File: config.mk
export PLATFORM = sky130hd
export DESIGN_NAME = alu_arbiter
export DESIGN_NICKNAME = d
export VERILOG_FILES = /design/src/rtl/alu_pkg.sv /design/src/rtl/alu_core.sv /design/src/rtl/alu_arbiter.sv
export SDC_FILE = /design/constraint.sdc
export NUM_CORES = 1
export LEC_CHECK = 0
export CAP_MARGIN = 20
export CORE_ASPECT_RATIO = 0.6
export CORE_MARGIN = 10
export CORE_UTILIZATION = 26
export DETAILED_ROUTE_END_ITERATION = 12
export PLACE_DENSITY_LB_ADDON = 0.12
export SYNTH_ARGS = -nofsm -noshare
export SYNTH_HDL_FRONTEND = slang
export SYNTH_SLANG_ARGS = --single-unit
File: constraint.sdc
create_clock -name clk -period 4.1 [get_ports clk]
set_input_delay 0.41 -clock clk [delete_from_list [all_inputs] [get_ports clk]]
set_output_delay 0.41 -clock clk [all_outputs]
set_load 0.005 [all_outputs]
File: src/rtl/alu_pkg.sv
// alu_pkg: ALU op encodings and arbiter FSM states shared by the ALU arbiter slice.
package alu_pkg;
    localparam logic [1:0] ALU_ADD = 2'b00;
    localparam logic [1:0] ALU_SUB = 2'b01;
    localparam logic [1:0] ALU_AND = 2'b10;
    localparam logic [1:0] ALU_OR  = 2'b11;
    typedef enum logic [1:0] {
        ST_IDLE = 2'b00,
        ST_EXEC = 2'b01,
        ST_RESP = 2'b10
    } state_t;
endpackage

File: src/rtl/alu_core.sv
// alu_core: combinational WIDTH-bit ALU (add, sub, and, or); results wrap, carry discarded.
module alu_core
    import alu_pkg::*;
#(
    parameter int WIDTH = 32
) (
    input  logic [WIDTH-1:0] a,
    input  logic [WIDTH-1:0] b,
    input  logic [1:0]       op,
    output logic [WIDTH-1:0] y
);
    always_comb begin
        y = (op == ALU_ADD) ? a + b :
            (op == ALU_SUB) ? a + ~b + WIDTH'(1) :
            (op == ALU_AND) ? a & b : a | b;
    end
endmodule

File: src/rtl/alu_arbiter.sv
// alu_arbiter: two-requester round-robin arbiter sequencing the shared ALU.
// Accept in IDLE, evaluate in EXEC, hold the registered result in RESP until taken.
module alu_arbiter
    import alu_pkg::*;
#(
    parameter int WIDTH = 32
) (
    input  logic             clk,
    input  logic             rst_n,
    input  logic [1:0]       req_valid,
    output logic [1:0]       req_ready,
    input  logic [WIDTH-1:0] req0_a,
    input  logic [WIDTH-1:0] req0_b,
    input  logic [1:0]       req0_op,
    input  logic [WIDTH-1:0] req1_a,
    input  logic [WIDTH-1:0] req1_b,
    input  logic [1:0]       req1_op,
    output logic [1:0]       rsp_valid,
    input  logic [1:0]       rsp_ready,
    output logic [WIDTH-1:0] rsp_data,
    output logic             rsp_zero,
    output logic             busy
);
    state_t           state, next_state;
    logic             prio, gnt, sel, accept, done;
    logic [WIDTH-1:0] a_q, b_q, y;
    logic [1:0]       op_q;

    // Contention goes to prio; otherwise the lone valid requester wins.
    assign sel       = (req_valid == 2'b11) ? prio : req_valid[1];
    assign req_ready = (rst_n && state == ST_IDLE && |req_valid) ? (sel ? 2'b10 : 2'b01) : 2'b00;
    assign accept    = |(req_valid & req_ready);
    assign done      = (state == ST_RESP) && rsp_ready[gnt];
    assign rsp_valid = (state == ST_RESP) ? (gnt ? 2'b10 : 2'b01) : 2'b00;
    assign busy      = (state != ST_IDLE);

    always_comb begin
        next_state = state;
        unique case (state)
            ST_IDLE: next_state = accept ? ST_EXEC : ST_IDLE;
            ST_EXEC: next_state = ST_RESP;
            ST_RESP: next_state = done ? ST_IDLE : ST_RESP;
            default: next_state = ST_IDLE;
        endcase
    end

    always_ff @(posedge clk or negedge rst_n) begin
        if (!rst_n) state <= ST_IDLE;
        else        state <= next_state;
    end

    alu_core #(.WIDTH(WIDTH)) u_core (
        .a (a_q),
        .b (b_q),
        .op(op_q),
        .y (y)
    );

    always_ff @(posedge clk or negedge rst_n) begin
        if (!rst_n) begin
            prio     <= 1'b0;
            gnt      <= 1'b0;
            a_q      <= '0;
            b_q      <= '0;
            op_q     <= ALU_ADD;
            rsp_data <= '0;
            rsp_zero <= 1'b0;
        end else begin
            if (accept) begin
                gnt  <= sel;
                a_q  <= sel ? req1_a : req0_a;
                b_q  <= sel ? req1_b : req0_b;
                op_q <= sel ? req1_op : req0_op;
            end
            if (state == ST_EXEC) begin
                rsp_data <= y;
                rsp_zero <= (y == '0);
            end
            if (done) prio <= ~gnt;
        end
    end
endmodule

==> summary.md <==
| Metric | Value |
|---|---|
| Post-detail-place hpwl | 31.82 mm |
| Adder-cell share of the synthesized area | 12.78% |
| Synthesized instance count | 1223 |
| Final-report setup violation count | 0 |
| Category of the critical setup timing path | flop to flop |
| Top post-synthesis cells by count | 166 x sky130_fd_sc_hd__nand2_1, 140 x sky130_fd_sc_hd__o21ai_0, 103 x sky130_fd_sc_hd__dfrtp_1, 99 x sky130_fd_sc_hd__inv_1, 95 x sky130_fd_sc_hd__ha_1 |
| Data required time of the critical path | 4.43 ns |
| Count of placed standard cells in the final layout, fillers left out | 1906 |
| Drt wl/cell | 20.17 um |
| Total routing usage reported by global routing | 16.93% |
| Synth Net Count | ~1500 |
| I/O Buffers | 175 |
| Parity-gate share of the synthesized area counting xor and xnor cells | 1.458% |
| Starting DRC count in detailed routing | 769 |
| Maximum number of pins on one net before global-route repair | 62 |
| Register cell area after layout | 2580 um^2 |
| Area after detailed placement | 12340 um^2 |
| Clock tree from TritonCTS | done |
| Effective utilization at floorplan | 26.39% |
| Synthesized area | around 9600 um^2 |
| Share of the synthesized area in the top cell type | a little over a quarter |
| Maximum resistive drop on vdd | 0.0003042 V |
| Worst-skew pair later-pin latency | 0.39 ns |
| Number of fill cells in the layout | 3907 |
| Final Skew | around 0.012 ns |
| Register clock-pin slew on the reported worst setup and hold paths | 0.08 ns |
| Sort of element at the start of the critical path | flop |
| Count of max-cap constraint violations | 0 |
| Slew at the pin closest to its max-slew limit | between 0.8 and 0.9 ns |
| Synth area leaders | sky130_fd_sc_hd__dfrtp_1 27%, sky130_fd_sc_hd__ha_1 12%, sky130_fd_sc_hd__mux2i_1 7.7% |
| Number of enable-type register cells in the synthesized netlist | 0 |
| Number of nets in the layout | 1659 |
| CP Capture Type | flop |
| Sequential-to-total area share from yosys stat | 26.82% |
| First-pass detailed-route iteration total | 5 |
| PwrDens | 982.0 nW/um^2 |
| Most numerous cell in the Yosys netlist | sky130_fd_sc_hd__nand2_1 |
| Worst slew margin relative to its limit | 45.31% |
| Finished Cell Area | 12750 um^2 |
| Mux contribution to synthesized area | 8.644% |
| Library cell occupying the most area in the post-synthesis netlist | sky130_fd_sc_hd__dfrtp_1 |
| Slack of the worst reg-to-reg path | 0.22 ns |
| Yosys reg bits | 103 |
| Final Hold Slack | 0.4202 ns |
| Cells on worst reg2reg path | 16 |
| Util after Layout | a little over a third |
| Clock Path Buffers | 2 |
| Clock Root Buffer | sky130_fd_sc_hd__clkbuf_16 |
| Average footprint of a synthesized cell | 7.859 um^2 |
| Share of synthesized flip-flops with an asynchronous set or reset | 100.0% |
| Startpoint of the worst register-to-register path | a_q[0] |
| Residual antenna-violating net count after detailed routing | 0 |
| Final routed DRC violation total | 0 |
| Share of synthesized cell area in and, or, nand and nor gates | 17.66% |
| Max Transition Viols Final | 0 |
| Die Width | 268.2 um |
| Ports | 176 |
| Multi-input gate area | 6439 um^2 |
| Critical path arrival | 4.22 ns |
| Area fraction in compound gates after synthesis | 25.32% |
| Syn. warnings | 0 |
| TritonCTS Buffers | 9 |
| Total count of hold-check failures in the final report | 0 |
| Routability congestion estimate | 0.9521 |
| Capturing point of the worst reg2reg path | rsp_zero |
| Area of the core region | 36420 um^2 |
| Highest net fanout along the worst path | 3 |
| Wire length of the first global-routing pass | approximately 59 mm |
| Final critical-path share of the clock period | 94.74% |
| # H-tree levels | 3 |
| Lkg Pwr | 5.715 nW |
| Placement Rows | 54 |
| Cell total after placement | 1886 |
| Destination of the critical timing path | rsp_zero |
| Minimum clock period after layout | 3.885 ns |
| Path class of the lowest-slack min-delay path | primary input to async pin |
| Routed WL | 38.45 mm |
| Vias in the first global route | 9557 |
| Sinks on Clock Net | between 100 and 150 |
| Most used flip-flop cell after synthesis | sky130_fd_sc_hd__dfrtp_1 |
| Vias/cell | 5.044 |
| Vertical extent of the die | 168.9 um |
| Die Area | approximately 45000 um^2 |
| Grt ovf | 0 |
| Proportion of layout cells with a drive suffix above 1 | 10.92% |
| Highest clock rate | between 200 and 300 MHz |
| Layout area overhead | 32.67% |
| Main combinational cell family by area after synthesis | compound AO/OA/AOI/OAI gates |
| Crit. Startpoint | a_q[0] |
| Run status | finished, final reports clean |
| Initial antenna violation count | 1 |
| Total via count after detailed routing | 9614 |
| Cell variety after synth | 83 |
cell families after synthesis:
kind of cell,count (synthesis)
AO/OA/AOI/OAI,381
adder cells (fa/ha/maj),97
buffers and inverters,176
AND/OR/NAND/NOR,369
XOR/XNOR,16
flip-flops,103
multiplexers,81
stage by stage:
stage | total power, W | TNS (ns) | setup slack, ns
2_1_floorplan | 0.007431 | 0 | 0.6322
5_1_grt | 0.01365 | -0.001161 | -0.001161
6_report | 0.01252 | 0 | 0.2155
3_3_place_gp | 0.01133 | -0.09880 | -0.09880
3_5_place_dp | 0.01126 | 0 | 0.1050
4_1_cts | 0.01226 | 0 | 0.1000
worst min path at each step:
stage	from	endpoint	slack [ns]	depth (start not counted)
after floorplan	rst_n	a_q[0]	0.11	0
after global placement	rst_n	rsp_data[3]	0.29	1
after detailed placement	rst_n	rsp_data[3]	0.28	1
after CTS	rst_n	rsp_data[3]	0.41	2
after global routing	rst_n	rsp_data[3]	0.42	2
final	rst_n	rsp_data[5]	0.42	2
sequential cells by signal, indices dropped and copies added, names as in the netlist:
| register | cells |
|---|---|
| rsp_data | 32 |
| prio | 1 |
| state | 2 |
| rsp_zero | 1 |
| a_q | 32 |
| gnt | 1 |
| op_q | 2 |
| b_q | 32 |
layout by cell type (no fill, tap or decap), drive strengths merged, types with 14 or more instances in the layout:
cell type,count
a21oi,77
buf,89
clkdlybuf4s50,174
dfrtp,103
ha,95
inv,103
mux2i,74
nand2,166
nand3,22
nor2,70
nor2b,19
nor3,26
o21ai,145
o31ai,15
xnor2,14
repair_timing:
action	in CTS	in global routing
hold buffers	1	0
buffers inserted	0	1
endpoints found under the setup margin	0	1
endpoints found under the hold margin	5	0
resized for setup	0	18
area by class of cell:
class                   instances  area share [%]
clock inverters                 7          0.6083
diodes                          1         0.01962
well taps                     476           4.670
inverters                     101           2.973
repair buffers                265           19.24
multi-input cells             944           50.49
clock buffers                   9           1.766
flip-flops and latches        103           20.23
worst max-delay path, cell delays in order (launching register included):
cell and delay (ns):
sky130_fd_sc_hd__dfrtp_1 0.41, sky130_fd_sc_hd__inv_1 0.09, sky130_fd_sc_hd__ha_1 0.18, sky130_fd_sc_hd__inv_1 0.07, sky130_fd_sc_hd__fa_2 0.37, sky130_fd_sc_hd__nand2b_4 0.09
sky130_fd_sc_hd__a2111o_1 0.21, sky130_fd_sc_hd__buf_4 0.15, sky130_fd_sc_hd__a21oi_1 0.08, sky130_fd_sc_hd__o311ai_0 0.54, sky130_fd_sc_hd__buf_4 0.21, sky130_fd_sc_hd__nand4_1 0.10
sky130_fd_sc_hd__a2111oi_2 0.25, sky130_fd_sc_hd__nand4_1 0.15, sky130_fd_sc_hd__or4b_1 0.56, sky130_fd_sc_hd__nor4_2 0.28, sky130_fd_sc_hd__a21o_1 0.11
where the power goes:
part,switching [W],total (W),internal (W)
combinational,0.00580,0.00964,0.00384
clock,0.000450,0.000930,0.000480
sequential,0.000456,0.00195,0.00150
routing by layer:
| metal | track usage (%) | wire length, um |
|---|---|---|
| met1 | 26.98 | 21390 |
| met2 | 19.95 | 13010 |
| met3 | 7.062 | 3868 |
| met4 | 2.252 | 183 |
| met5 | 0 | 0 |
Power figures use the tool's default switching activity.
